### config.mk
export PLATFORM = sky130hd
export DESIGN_NAME = vote_session_ctrl
export DESIGN_NICKNAME = d
export VERILOG_FILES = /design/src/rtl/vote_pkg.sv /design/src/rtl/maj4_eval.sv /design/src/rtl/vote_session_ctrl.sv
export SDC_FILE = /design/constraint.sdc
export NUM_CORES = 1
export LEC_CHECK = 0
export BUFFER_PORTS_ARGS = -buffer_cell sky130_fd_sc_hd__buf_4
export CORE_MARGIN = 5
export CORE_UTILIZATION = 50
export DETAILED_ROUTE_END_ITERATION = 8
export PLACE_DENSITY = 0.76
export SYNTH_ARGS = -nofsm -noshare
export SYNTH_HDL_FRONTEND = slang
export SYNTH_SLANG_ARGS = --single-unit
### constraint.sdc
create_clock -name clk -period 2 [get_ports clk]
set_input_delay 0.2 -clock clk [delete_from_list [all_inputs] [get_ports clk]]
set_output_delay 0.2 -clock clk [all_outputs]
set_load 0.03 [all_outputs]
### src/rtl/vote_pkg.sv
// Shared types and constants for the four-voter majority session controller.
package vote_pkg;

  typedef enum logic [1:0] {
    IDLE    = 2'd0,
    COLLECT = 2'd1,
    DECIDE  = 2'd2,
    DONE    = 2'd3
  } vote_state_t;

  localparam int N_VOTERS       = 4;
  localparam int VOTE_THRESHOLD = 3;

endpackage

### src/rtl/maj4_eval.sv
// Combinational majority over the ballot register: 1 when at least
// VOTE_THRESHOLD of the N_VOTERS ballots are 1.
module maj4_eval
  import vote_pkg::*;
(
  input  logic [N_VOTERS-1:0] ballot,
  output logic                maj
);

  logic [2:0] ones;

  always_comb begin
    ones = '0;
    for (int i = 0; i < N_VOTERS; i++) begin
      ones = ones + {2'b00, ballot[i]};
    end
    maj = (ones >= 3'(VOTE_THRESHOLD));
  end

endmodule

### src/rtl/vote_session_ctrl.sv
// Voting session sequencer: opens on start, latches one ballot per voter,
// closes on a full mask or timeout, then offers the majority decision.
module vote_session_ctrl
  import vote_pkg::*;
#(
  parameter  int TIMEOUT = 16,
  localparam int TW      = $clog2(TIMEOUT)
) (
  input  logic       clk,
  input  logic       rst_n,
  input  logic       start,
  input  logic [3:0] vote_valid,
  input  logic [3:0] vote_val,
  output logic [3:0] vote_accept,
  output logic       busy,
  output logic       result,
  output logic       result_valid,
  input  logic       result_ready,
  output logic [3:0] voted,
  output logic       timed_out,
  output logic [1:0] dbg_state
);

  // Handshakes: a ballot transfers on vote_valid[i] & vote_accept[i]; the
  // decision transfers on result_valid & result_ready, and result_valid
  // stays high with result/timed_out/voted stable until it does.

  vote_state_t   state_q, state_d;
  logic [3:0]    voted_q, voted_d;
  logic [3:0]    ballot_q, ballot_d;
  logic [TW-1:0] timer_q, timer_d;
  logic          result_q, result_d;
  logic          timed_out_q, timed_out_d;
  logic          maj;

  maj4_eval u_maj4_eval (
    .ballot (ballot_q),
    .maj    (maj)
  );

  assign vote_accept  = vote_valid & {4{state_q == COLLECT}} & ~voted_q;
  assign busy         = (state_q != IDLE);
  assign result_valid = (state_q == DONE);
  assign result       = result_q;
  assign voted        = voted_q;
  assign timed_out    = timed_out_q;
  assign dbg_state    = state_q;

  always_comb begin
    state_d     = state_q;
    voted_d     = voted_q;
    ballot_d    = ballot_q;
    timer_d     = timer_q;
    result_d    = result_q;
    timed_out_d = timed_out_q;
    case (state_q)
      IDLE: begin
        if (start) begin
          state_d     = COLLECT;
          voted_d     = '0;
          ballot_d    = '0;
          timer_d     = '0;
          timed_out_d = 1'b0;
        end
      end
      COLLECT: begin
        voted_d  = voted_q | vote_accept;
        ballot_d = (ballot_q & ~vote_accept) | (vote_val & vote_accept);
        timer_d  = timer_q + TW'(1);
        // A full mask wins over timeout, so a last ballot on the timeout cycle is not a timeout.
        if (voted_d == 4'hF) begin
          state_d = DECIDE;
        end else if (timer_q == TW'(TIMEOUT - 1)) begin
          state_d     = DECIDE;
          timed_out_d = 1'b1;
        end
      end
      DECIDE: begin
        result_d = maj;
        state_d  = DONE;
      end
      DONE: begin
        if (result_ready) begin
          state_d = IDLE;
        end
      end
      default: state_d = IDLE;
    endcase
  end

  always_ff @(posedge clk or negedge rst_n) begin
    if (!rst_n) begin
      state_q     <= IDLE;
      voted_q     <= '0;
      ballot_q    <= '0;
      timer_q     <= '0;
      result_q    <= 1'b0;
      timed_out_q <= 1'b0;
    end else begin
      state_q     <= state_d;
      voted_q     <= voted_d;
      ballot_q    <= ballot_d;
      timer_q     <= timer_d;
      result_q    <= result_d;
      timed_out_q <= timed_out_d;
    end
  end

endmodule

==> Implementation_results.wiki, run 1 <==
{| class="wikitable"
! Metric !! Value
|-
| Result of the run || complete, no violations
|-
| Largest net degree at the start of global routing || 17
|-
| CP Max Fanout || 7
|-
| Leading cell type in the layout, fill and taps excluded || sky130_fd_sc_hd__buf_4
|-
| Vias || about 800
|-
| RR Endpoint || dbg_state[1]$_DFFE_PN0P_
|-
| Switching Share || 0.464
|-
| Ports || 26
|-
| Post-CTS setup-driven buffer insertion count || 0
|-
| Wire length of the first global-routing pass || approximately 3600 um
|-
| Reg-to-Reg Start || dbg_state[1]$_DFFE_PN0P_
|-
| Final slew viol count || 0
|-
| Average wire per cell in the routed design || around 14 um
|-
| Library cell occupying the most area in the post-synthesis netlist || sky130_fd_sc_hd__dfrtp_1
|-
| Number of global-route vias before repair || about 810
|-
| Relative max-transition margin || 0.789
|-
| Power density cells || 1540 mW/mm^2
|-
| Type of element launching the critical path || flip-flop
|-
| Sort of element at the end of the critical path || output port
|-
| Commonest cells after routing, fill and taps aside || sky130_fd_sc_hd__buf_4 (27), sky130_fd_sc_hd__dfrtp_1 (16), sky130_fd_sc_hd__nor2_1 (13), sky130_fd_sc_hd__a21oi_1 (10)
|-
| Clock Latency Late Sink || 0.29 ns
|-
| Synthesized flop and latch total || 16
|-
| Endpoints failing setup || 0
|-
| Number of nets in the finished design || 150
|-
| Internal Pwr Total || 1.01 mW
|-
| Slowest library cell on the worst path || sky130_fd_sc_hd__dfrtp_1
|-
| Synth top area share || 0.417
|-
| Cell chosen for the clock root || sky130_fd_sc_hd__clkbuf_4
|-
| Crit path DAT || 1.69 ns
|-
| Count of buffers inserted at the top-level ports || 25
|-
| Row Count || 15
|-
| Max cap viols || 0
|-
| Clk network pwr share || 0.112
|-
| DRT Pass-1 Iters || 4
|-
| TNS Setup || 0 ns
|-
| Maximum VDD drop || approximately 0.8 mV
|-
| Worst path buffer plus inverter count || 3
|-
| Final Util || 0.684
|-
| Setup slack on the worst flop-to-flop path || approximately 0.20 ns
|-
| Die ar. || ~0.0029 sq mm
|-
| Share of post-route cells with drive strength above 1 || 0.299
|-
| RSZ-0062 raised after global routing || false
|-
| Post-synthesis sequential area ratio || 0.417
|-
| Dominant delay contributor by cell family on the critical path || buffers and inverters
|-
| Maximum cell stage delay along the critical path || between 0.4 and 0.5 ns
|-
| Routed WL || roughly 2100 um
|-
| End point of the worst hold path || ballot_q[2]$_DFFE_PN0P_
|-
| Vias/cell || 5.25
|-
| Clock Skews || 0.00793 ns
|-
| Min-Delay Path Depth || 3
|-
| Vertical extent of the die || 53.8 um
|-
| Fin crit period || approximately 1.9 ns
|-
| Overall track demand over capacity in global routing || 0.167
|-
| Area Growth Syn to Fin || 27.0%
|-
| Core area || around 0.0018 sq mm
|-
| Final critical-path setup slack || 0.108 ns
|-
| Hold WS || between 0.1 and 0.15 ns
|-
| Die W || roughly 54 um
|-
| Number of cells traversed by the worst register-to-register path || 6
|-
| Mapped Cells || 98
|-
| Antenna cells || 0
|-
| CTS H-tree lvls || 1
|-
| Aggregate global routing overflow || 0
|-
| Worst path cell trace || inv_1 -> ha_1 -> buf_4 -> nand2_1 -> nor2_1 -> buf_4
|-
| Ratio of final minimum period to clock period || 0.946
|-
| Number of distinct library cells after synthesis || 29
|-
| Starting density of the core || 0.539
|-
| Most used cell along the critical path || sky130_fd_sc_hd__buf_4
|-
| Post-route DRC || 0
|-
| Path category of the worst min-delay check || input port to flip-flop
|-
| Number of buffers on the longest clock path || 2
|-
| Number of antenna violations at the first check in global routing || 0
|-
| Num CTS Buffers || 3
|-
| Detail Route Antenna Nets || 0
|-
| Combinational Power Share || 0.596
|-
| Mapped Nets || between 100 and 150
|-
| Global placement routability congestion || 0.819
|-
| Part of the power in registers || 0.292
|-
| Startpoint of the lowest-slack hold path || vote_val[2]
|-
| Post-synthesis area per instance || approximately 10 sq um
|-
| Count of final hold-check violations || 0
|-
| Count of yosys warnings during synthesis || 0
|-
| Fillers || approximately 150
|-
| Tightest Pin Transition || between 0.3 and 0.4 ns
|-
| Post-placement setup slack || 0.130 ns
|-
| Achievable clock frequency || approximately 0.53 GHz
|-
| Starting DRT DRC Count || 4
|-
| Required time worst endpoint || roughly 1.8 ns
|-
| Cell area after technology mapping || a little under 0.001 sq mm
|-
| Power, Total || approximately 1.9 mW
|-
| Number of sinks driven by the clock tree || 16
|-
| Estimated wirelength of the detail-placed design || ~1700 um
|-
| Critical path type || flip-flop to output port
|-
| Top cells by area in the synthesized netlist || sky130_fd_sc_hd__dfrtp_1 (42%), sky130_fd_sc_hd__ha_1 (12%), sky130_fd_sc_hd__a21oi_1 (5.2%), sky130_fd_sc_hd__nor2_1 (5.1%), sky130_fd_sc_hd__a32o_1 (3.1%)
|-
| CTS clk-pin slew, worst paths || roughly 0.09 ns
|-
| Sw power || 870 uW
|-
| Clock tree from TritonCTS || yes
|-
| Leakage Power || a little over 0.6 nW
|}
## synth_stat cells, drive strengths merged
master and number:
nor2b 1, nor2 14, nand2 8, o221ai 1, or3 1, nand2b 1
a32o 3, dfrtp 16, inv 8, fa 1, clkinv 1, nand3 4
ha 9, nor3 1, o21ba 2, nor4 1, o21bai 2, o22a 1
mux2i 2, a21oi 12, o21ai 4, buf 3, mux2 1, xnor2 1
## registers in the layout, indices dropped and copies added, names as in the netlist
register   flops
ballot_q       4
voted          4
timer_q        4
timed_out      1
result         1
dbg_state      2
## worst max path at each step
stage,from,end,slack [ns],cells past startpoint
6_report,dbg_state[1]$_DFFE_PN0P_,vote_accept[3],0.11,6
5_1_grt,dbg_state[1]$_DFFE_PN0P_,vote_accept[3],0.009,6
4_1_cts,dbg_state[1]$_DFFE_PN0P_,vote_accept[3],0.11,6
3_5_place_dp,dbg_state[1]$_DFFE_PN0P_,dbg_state[1]$_DFFE_PN0P_,0.13,6
3_3_place_gp,dbg_state[1]$_DFFE_PN0P_,dbg_state[1]$_DFFE_PN0P_,0.19,6
2_1_floorplan,dbg_state[1]$_DFFE_PN0P_,dbg_state[1]$_DFFE_PN0P_,0.05,7
## routing by layer
| metal | vias to the layer above | global-route usage | wire length (um) |
|---|---|---|---|
| met4 | 0 | 0.0170 | 12 |
| met3 | 2 | 0.0554 | 69 |
| li1 | 390 | - | - |
| met5 | - | 0 | 0 |
| met2 | 12 | 0.313 | 1200 |
| met1 | 394 | 0.188 | 813 |
## final cells by class
| class | instances | area (sq um) | share of cell area |
|---|---|---|---|
| inverters | 9 | 33.8 | 0.0277 |
| clock buffers | 4 | 36.3 | 0.0297 |
| flip-flops and latches | 16 | 400 | 0.328 |
| multi-input cells | 70 | 505 | 0.414 |
| repair buffers | 28 | 213 | 0.174 |
| well taps | 25 | 31.3 | 0.0256 |
## timing repair
action / CTS / global route
setup endpoints to repair: 0 / 1
resized for setup: 0 / 1
hold buffers: 1 / 0
hold endpoints to repair: 16 / 0
## through the flow
step	area (sq um)	std cells
6_report	1220	152
5_1_grt	1220	152
4_1_cts	1220	152
3_5_place_dp	1170	147
3_3_place_gp	1170	147
2_1_floorplan	961	98
## cell families after synthesis
kind of cell    Yosys count  synth area share
flops                    16             0.417
compound gates           25             0.184
simple gates             31             0.156
mux                       3            0.0365
xor+xnor                  1           0.00912
buf+inv                  12            0.0599
fa+ha+maj                10             0.138
## power by group through the flow
stage / clock network, mW / logic [mW] / registers, mW
detailed placement: 0 / 1.12 / 0.552
finish: 0.209 / 1.12 / 0.547
global route: 0.233 / 1.22 / 0.566
CTS: 0.218 / 1.13 / 0.546
floorplan: 0 / 0.686 / 0.667
global placement: 0 / 1.10 / 0.546
## worst register-to-register path, delay by kind of cell, from the launching register on
family	cells	cell delay [ns]
flops	1	0.44
simple gates	1	0.29
compound gates	2	0.26
mux	1	0.31
fa+ha+maj	1	0.27
buf+inv	1	0.12
No activity file was read; power rests on OpenSTA's default activity.
==> run 2, diff against run 1 <==
CORE_UTILIZATION = 46   (was 50)
PLACE_DENSITY = 0.73   (was 0.76)
clock period = 1.7 ns   (was 2 ns; I/O delays follow)
==> run 2 against run 1 <==
Critical path depth unchanged. Via count up 7.8%. First-iteration DRC count grew to 2.8 times the previous value. Worst hold slack got worse by 0.031 ns. Cell count rose by 9.9%. Register-to-register slack got worse by 0.15 ns. Power up 43%. Sequential power grew 26%. Clock skew down 0.0030 ns.
==> Implementation_results.wiki, run 2 (synthesized netlist as in run 1, its figures left out) <==
{| class="wikitable"
! Metric !! Value
|-
| Result of the run || complete, no violations
|-
| Estimated wirelength of the detail-placed design || 1790 um (+3.1%)
|-
| RR Endpoint || dbg_state[1]$_DFFE_PN0P_
|-
| Most used cell along the critical path || sky130_fd_sc_hd__buf_6
|-
| Number of nets in the finished design || 163 (+8.7%)
|-
| Startpoint of the lowest-slack hold path || vote_val[3]
|-
| Number of cells traversed by the worst register-to-register path || 6 (unchanged)
|-
| Row Count || 16 (+1)
|-
| Vias || 860 (+7.8%)
|-
| Max cap viols || 0 (unchanged)
|-
| Number of antenna violations at the first check in global routing || 0 (unchanged)
|-
| Overall track demand over capacity in global routing || 0.157 (-0.0102)
|-
| Leakage Power || 0.678 nW (+10%)
|-
| Clock Latency Late Sink || 0.28 ns (about the same)
|-
| Tightest Pin Transition || 0.364 ns (+0.0484 ns)
|-
| Post-route DRC || 0 (unchanged)
|-
| CTS clk-pin slew, worst paths || 0.10 ns (about the same)
|-
| Starting DRT DRC Count || 11 (+7)
|-
| Routed WL || 2510 um (+19%)
|-
| Largest net degree at the start of global routing || 17 (unchanged)
|-
| DRT Pass-1 Iters || 4 (unchanged)
|-
| Ratio of final minimum period to clock period || 0.975
|-
| Crit path DAT || 1.49 ns (-0.20 ns)
|-
| Number of sinks driven by the clock tree || 16 (unchanged)
|-
| Reg-to-Reg Start || dbg_state[1]$_DFFE_PN0P_
|-
| Count of final hold-check violations || 0 (unchanged)
|-
| End point of the worst hold path || ballot_q[3]$_DFFE_PN0P_
|-
| Min-Delay Path Depth || 3 (unchanged)
|-
| Area Growth Syn to Fin || 49.5%
|-
| Maximum VDD drop || 1.29 mV (+62%)
|-
| Clock tree from TritonCTS || yes
|-
| Final Instance Area || 0.00144 sq mm (+18%)
|-
| Hold WS || 0.113 ns (-0.0308 ns)
|-
| Vertical extent of the die || 55.7 um (+3.5%)
|-
| Die W || 55.7 um (+3.5%)
|-
| Antenna cells || 0 (unchanged)
|-
| Number of buffers on the longest clock path || 2 (unchanged)
|-
| Path category of the worst min-delay check || input port to flip-flop
|-
| Detail Route Antenna Nets || 0 (unchanged)
|-
| Worst path cell trace || inv_4 -> ha_4 -> buf_6 -> nand2_1 -> nor2_4 -> buf_6
|-
| Critical path type || flip-flop to output port
|-
| Final Util || 0.725 (+0.0405)
|-
| Final slew viol count || 0 (unchanged)
|-
| Relative max-transition margin || 0.756 (-0.0324)
|-
| Share of post-route cells with drive strength above 1 || 0.493 (+0.194)
|-
| Count of buffers inserted at the top-level ports || 25 (unchanged)
|-
| Num CTS Buffers || 3 (unchanged)
|-
| Final critical-path setup slack || 0.0431 ns (-0.0651 ns)
|-
| Slowest library cell on the worst path || sky130_fd_sc_hd__dfrtp_2
|-
| Placed instance area || 0.00123 sq mm (+5.2%)
|-
| Required time worst endpoint || 1.53 ns (-0.27 ns)
|-
| Setup slack on the worst flop-to-flop path || 0.05 ns (-0.15 ns)
|-
| Cell chosen for the clock root || sky130_fd_sc_hd__clkbuf_4
|-
| Wire length of the first global-routing pass || 3950 um (+11%)
|-
| Endpoints failing setup || 0 (unchanged)
|-
| Type of element launching the critical path || flip-flop
|-
| Maximum cell stage delay along the critical path || 0.44 ns (about the same)
|-
| Achievable clock frequency || between 0.6 and 0.7 GHz
|-
| Ports || 26 (unchanged)
|-
| Leading cell type in the layout, fill and taps excluded || sky130_fd_sc_hd__buf_4
|-
| CTS H-tree lvls || 1 (unchanged)
|-
| Fin crit period || around 1.7 ns
|-
| Global placement routability congestion || 0.788 (-3.9%)
|-
| Vias/cell || 5.15 (-1.9%)
|-
| Clock Skews || 0.00495 ns (-0.00298 ns)
|-
| Number of global-route vias before repair || 869 (+7.0%)
|-
| Starting density of the core || 0.485 (-0.0541)
|-
| Aggregate global routing overflow || 0 (unchanged)
|-
| Power density cells || 1870 mW/mm^2 (+21%)
|-
| Power, Total || 2.68 mW (+43%)
|-
| Sort of element at the end of the critical path || output port
|-
| Core area || 0.00198 sq mm (+11%)
|-
| Die ar. || 0.00310 sq mm (+7.0%)
|-
| Average wire per cell in the routed design || 15.0 um (+8.7%)
|-
| CP Max Fanout || 5 (-2)
|-
| Commonest cells after routing, fill and taps aside || sky130_fd_sc_hd__buf_4 (35), sky130_fd_sc_hd__dfrtp_1 (14), sky130_fd_sc_hd__nor2_1 (9), sky130_fd_sc_hd__nand2_1 (7)
|-
| Post-placement setup slack || -0.0601 ns (-0.190 ns)
|}
run 2: report_power, final:
part	internal, mW	leakage, nW	switching [mW]
Clock	0.0911	0.0150	0.122
Combinational	0.830	0.456	0.949
Sequential	0.519	0.207	0.169
run 2: final cells by class:
| cell class | count | area [sq um] |
|---|---|---|
| Sequential cell | 16 | 403 |
| Timing Repair Buffer | 41 | 329 |
| Inverter | 9 | 36.3 |
| Fill cell | 147 | 546 |
| Clock buffer | 4 | 26.3 |
| Multi-Input combinational cell | 70 | 608 |
| Tap cell | 27 | 33.8 |
run 2: timing repair:
item	4_1_cts	5_1_grt
endpoints found under the setup margin	14	14
hold buffers	1	0
setup buffers	7	1
gates resized for setup	14	16
endpoints found under the hold margin	16	0
pin swaps	1	2
run 2: worst max path at each step:
stage	depth (start not counted)	endpoint	from	slack, ns
4_1_cts	8	timer_q[3]$_DFFE_PN0P_	dbg_state[1]$_DFFE_PN0P_	0.0006
3_3_place_gp	6	dbg_state[1]$_DFFE_PN0P_	dbg_state[1]$_DFFE_PN0P_	0.002
5_1_grt	6	vote_accept[0]	dbg_state[1]$_DFFE_PN0P_	-0.02
3_5_place_dp	6	dbg_state[1]$_DFFE_PN0P_	dbg_state[1]$_DFFE_PN0P_	-0.06
2_1_floorplan	7	dbg_state[1]$_DFFE_PN0P_	dbg_state[1]$_DFFE_PN0P_	-0.12
6_report	6	vote_accept[0]	dbg_state[1]$_DFFE_PN0P_	0.04
run 2: per-layer routing:
layer / share of wire / GRT usage
met5: 0 / 0
met4: 0.0088 / 0.0694
met3: 0.020 / 0.0278
met2: 0.56 / 0.275
met1: 0.41 / 0.185
run 2: worst max-delay path, delay by kind of cell (launching register included):
kind | cells | cell delay [ns]
adder cells (fa/ha/maj) | 1 | 0.17
AND/OR/NAND/NOR | 2 | 0.24
flip-flops | 1 | 0.44
buffers and inverters | 3 | 0.36
run 2: per-stage QoR:
stage,cells,TNS (ns)
floorplan,98,-0.142
global placement,155,0
detailed placement,155,-0.292
CTS,167,0
global route,167,-0.0328
finish,167,0
==> run 3, diff against run 2 <==
HOLD_SLACK_MARGIN = 0.1   (was unset)
RECOVER_POWER = 100   (was unset)
REMOVE_ABC_BUFFERS = 1   (was unset)
==> run 3 against run 2 <==
Via count increased by 2.0%. Critical path type is now flip-flop to flip-flop. Routed wire length fell by 0.24%. Largest cell class unchanged. Power down 1.7%. Register-to-register slack got worse by 0.02 ns.
==> Implementation_results.wiki, run 3 (synthesized netlist as in run 1, its figures left out) <==
{| class="wikitable"
! Metric !! Value
|-
| Vertical extent of the die || 55.7 um (unchanged)
|-
| Number of nets in the finished design || 165 (+1.2%)
|-
| Number of antenna violations at the first check in global routing || 0 (unchanged)
|-
| Ports || 26 (unchanged)
|-
| Vias || 877 (+2.0%)
|-
| Tightest Pin Transition || 0.866 ns (+0.501 ns)
|-
| Sw power || 1.22 mW (-1.5%)
|-
| Sort of element at the end of the critical path || flip-flop
|-
| Internal Pwr Total || 1.41 mW (-1.8%)
|-
| Final slew viol count || 0 (unchanged)
|-
| Clock tree from TritonCTS || yes
|-
| Fin crit period || 1.67 ns (+0.0158 ns)
|-
| Leakage Power || 0.652 nW (-3.8%)
|-
| Max cap viols || 0 (unchanged)
|-
| Count of final hold-check violations || 0 (unchanged)
|-
| Vias/cell || 5.22 (+1.4%)
|-
| Number of sinks driven by the clock tree || 16 (unchanged)
|-
| Average wire per cell in the routed design || 14.9 um (-0.83%)
|-
| Routed WL || 2500 um (-0.24%)
|-
| CTS clk-pin slew, worst paths || 0.09 ns (about the same)
|-
| Overall track demand over capacity in global routing || 0.146 (-0.0115)
|-
| Antenna cells || 0 (unchanged)
|-
| Post-route DRC || 0 (unchanged)
|-
| Commonest cells after routing, fill and taps aside || sky130_fd_sc_hd__buf_4 (31), sky130_fd_sc_hd__dfrtp_1 (15), sky130_fd_sc_hd__nor2_1 (9), sky130_fd_sc_hd__nand2_1 (8), sky130_fd_sc_hd__a21oi_1 (8)
|-
| Aggregate global routing overflow || 0 (unchanged)
|-
| Ratio of final minimum period to clock period || 0.984 (+0.00927)
|-
| RSZ-0062 raised after global routing || true
|-
| Clock Skews || 0.000452 ns (-0.00450 ns)
|-
| Maximum VDD drop || 1.09 mV (-16%)
|-
| Leading cell type in the layout, fill and taps excluded || sky130_fd_sc_hd__buf_4
|-
| Crit path DAT || 1.86 ns (+0.37 ns)
|-
| Num CTS Buffers || 3 (unchanged)
|-
| Share of post-route cells with drive strength above 1 || 0.447 (-0.0460)
|-
| Count of buffers inserted at the top-level ports || 25 (unchanged)
|-
| Result of the run || complete, no violations
|-
| Power density cells || 1850 mW/mm^2 (-0.71%)
|-
| Combinational Power Share || 0.674 (+0.010)
|-
| Number of global-route vias before repair || 828 (-4.7%)
|-
| Clk network pwr share || 0.073 (-0.006)
|-
| Detail Route Antenna Nets || 0 (unchanged)
|-
| Number of buffers on the longest clock path || 2 (unchanged)
|-
| Die ar. || 0.00310 sq mm (unchanged)
|-
| CP Max Fanout || 5 (unchanged)
|-
| Part of the power in registers || 0.253 (-0.004)
|-
| Starting DRT DRC Count || 36 (+25)
|-
| Switching Share || 0.463 (+0.000842)
|-
| Achievable clock frequency || 0.598 GHz (-0.94%)
|-
| Type of element launching the critical path || flip-flop
|-
| Critical path type || flip-flop to flip-flop
|-
| Global placement routability congestion || 0.817 (+3.7%)
|-
| Final critical-path setup slack || 0.0273 ns (-0.0158 ns)
|-
| Area Growth Syn to Fin || 48.0%
|-
| Required time worst endpoint || 1.89 ns (+0.36 ns)
|-
| TNS Setup || 0 ns (unchanged)
|-
| CTS H-tree lvls || 1 (unchanged)
|-
| Relative max-transition margin || 0.423 (-0.333)
|-
| DRT Pass-1 Iters || 4 (unchanged)
|-
| Die W || 55.7 um (unchanged)
|-
| Largest net degree at the start of global routing || 17 (unchanged)
|-
| Starting density of the core || 0.485 (unchanged)
|-
| Estimated wirelength of the detail-placed design || 1710 um (-4.2%)
|-
| Clock Latency Late Sink || 0.28 ns (about the same)
|-
| Cell chosen for the clock root || sky130_fd_sc_hd__clkbuf_4
|-
| Final Util || 0.718 (-0.00694)
|-
| Endpoints failing setup || 0 (unchanged)
|-
| Post-placement setup slack || -0.142 ns (-0.0823 ns)
|-
| Wire length of the first global-routing pass || 3590 um (-9.1%)
|-
| Core area || 0.00198 sq mm (unchanged)
|-
| Row Count || 16 (unchanged)
|-
| Path category of the worst min-delay check || input port to flip-flop
|}
[run 3: changes by cell type in the layout (fill, tap and decap cells not counted), sizes merged]
cell	before	now
clkbuf	4	9
mux2i	2	3
buf	40	35
[run 3: power by group through the flow]
stage	combinational (mW)	sequential (mW)	clock [mW]
after floorplan	0.760	0.785	0
after CTS	1.52	0.642	0.198
after global routing	1.91	0.682	0.219
after detailed placement	1.47	0.639	0
after global placement	1.44	0.629	0
final	1.77	0.668	0.193
[run 3: path summary, 6_finish.rpt]
check	slack, ns	to	from	cells past startpoint
setup / recovery	0.03	dbg_state[0]$_DFFE_PN0P_	dbg_state[1]$_DFFE_PN0P_	7
hold / removal	0.13	ballot_q[1]$_DFFE_PN0P_	vote_val[1]	2
setup reg to reg	0.03	dbg_state[0]$_DFFE_PN0P_	dbg_state[1]$_DFFE_PN0P_	7
hold reg to reg	0.50	timed_out$_DFFE_PN0P_	timed_out$_DFFE_PN0P_	1
max in group asynchronous	0.60	dbg_state[0]$_DFFE_PN0P_	rst_n	2
min in group asynchronous	0.51	ballot_q[0]$_DFFE_PN0P_	rst_n	2
[run 3: area by class of cell]
class	instances	area, sq um
well taps	27	33.8
flip-flops and latches	16	402
clock buffers	3	22.5
repair buffers	42	310
inverters	9	33.8
multi-input cells	71	621
fillers	133	559
[run 3: critical path, stage by stage, from the launching register on]
cell                       delay, ns
sky130_fd_sc_hd__dfrtp_1        0.41
sky130_fd_sc_hd__inv_2          0.11
sky130_fd_sc_hd__ha_4           0.17
sky130_fd_sc_hd__a21oi_2        0.07
sky130_fd_sc_hd__nor4_4         0.30
sky130_fd_sc_hd__o221ai_2       0.17
sky130_fd_sc_hd__buf_4          0.17
sky130_fd_sc_hd__mux2i_2        0.18
[run 3: timing repair]
item                       CTS  global route
buffers inserted             1             6
setup endpoints to repair   18            16
gates cloned                 0             1
hold endpoints to repair    16             0
hold buffers                 1             0
pin swaps                    1             7
gates resized for setup      9            18
[run 3: per-stage QoR]
step                hold WS, ns  cells  instance area, sq um  total power [mW]
floorplan                -0.126     95                   937              1.55
global placement         0.0388    156                  1230              2.07
detailed placement       0.0403    156                  1230              2.11
CTS                       0.131    161                  1290              2.36
global route              0.132    168                  1420              2.81
finish                    0.132    168                  1420              2.64
[run 3: routing by layer]
| metal | share of wire | up-vias | GRT usage | wire length, um |
|---|---|---|---|---|
| li1 | - | 431 | - | - |
| met1 | 0.43 | 412 | 0.163 | 1070 |
| met2 | 0.50 | 30 | 0.242 | 1260 |
| met3 | 0.052 | 4 | 0.0580 | 129 |
| met4 | 0.015 | 0 | 0.0660 | 38 |
| met5 | 0 | - | 0 | 0 |
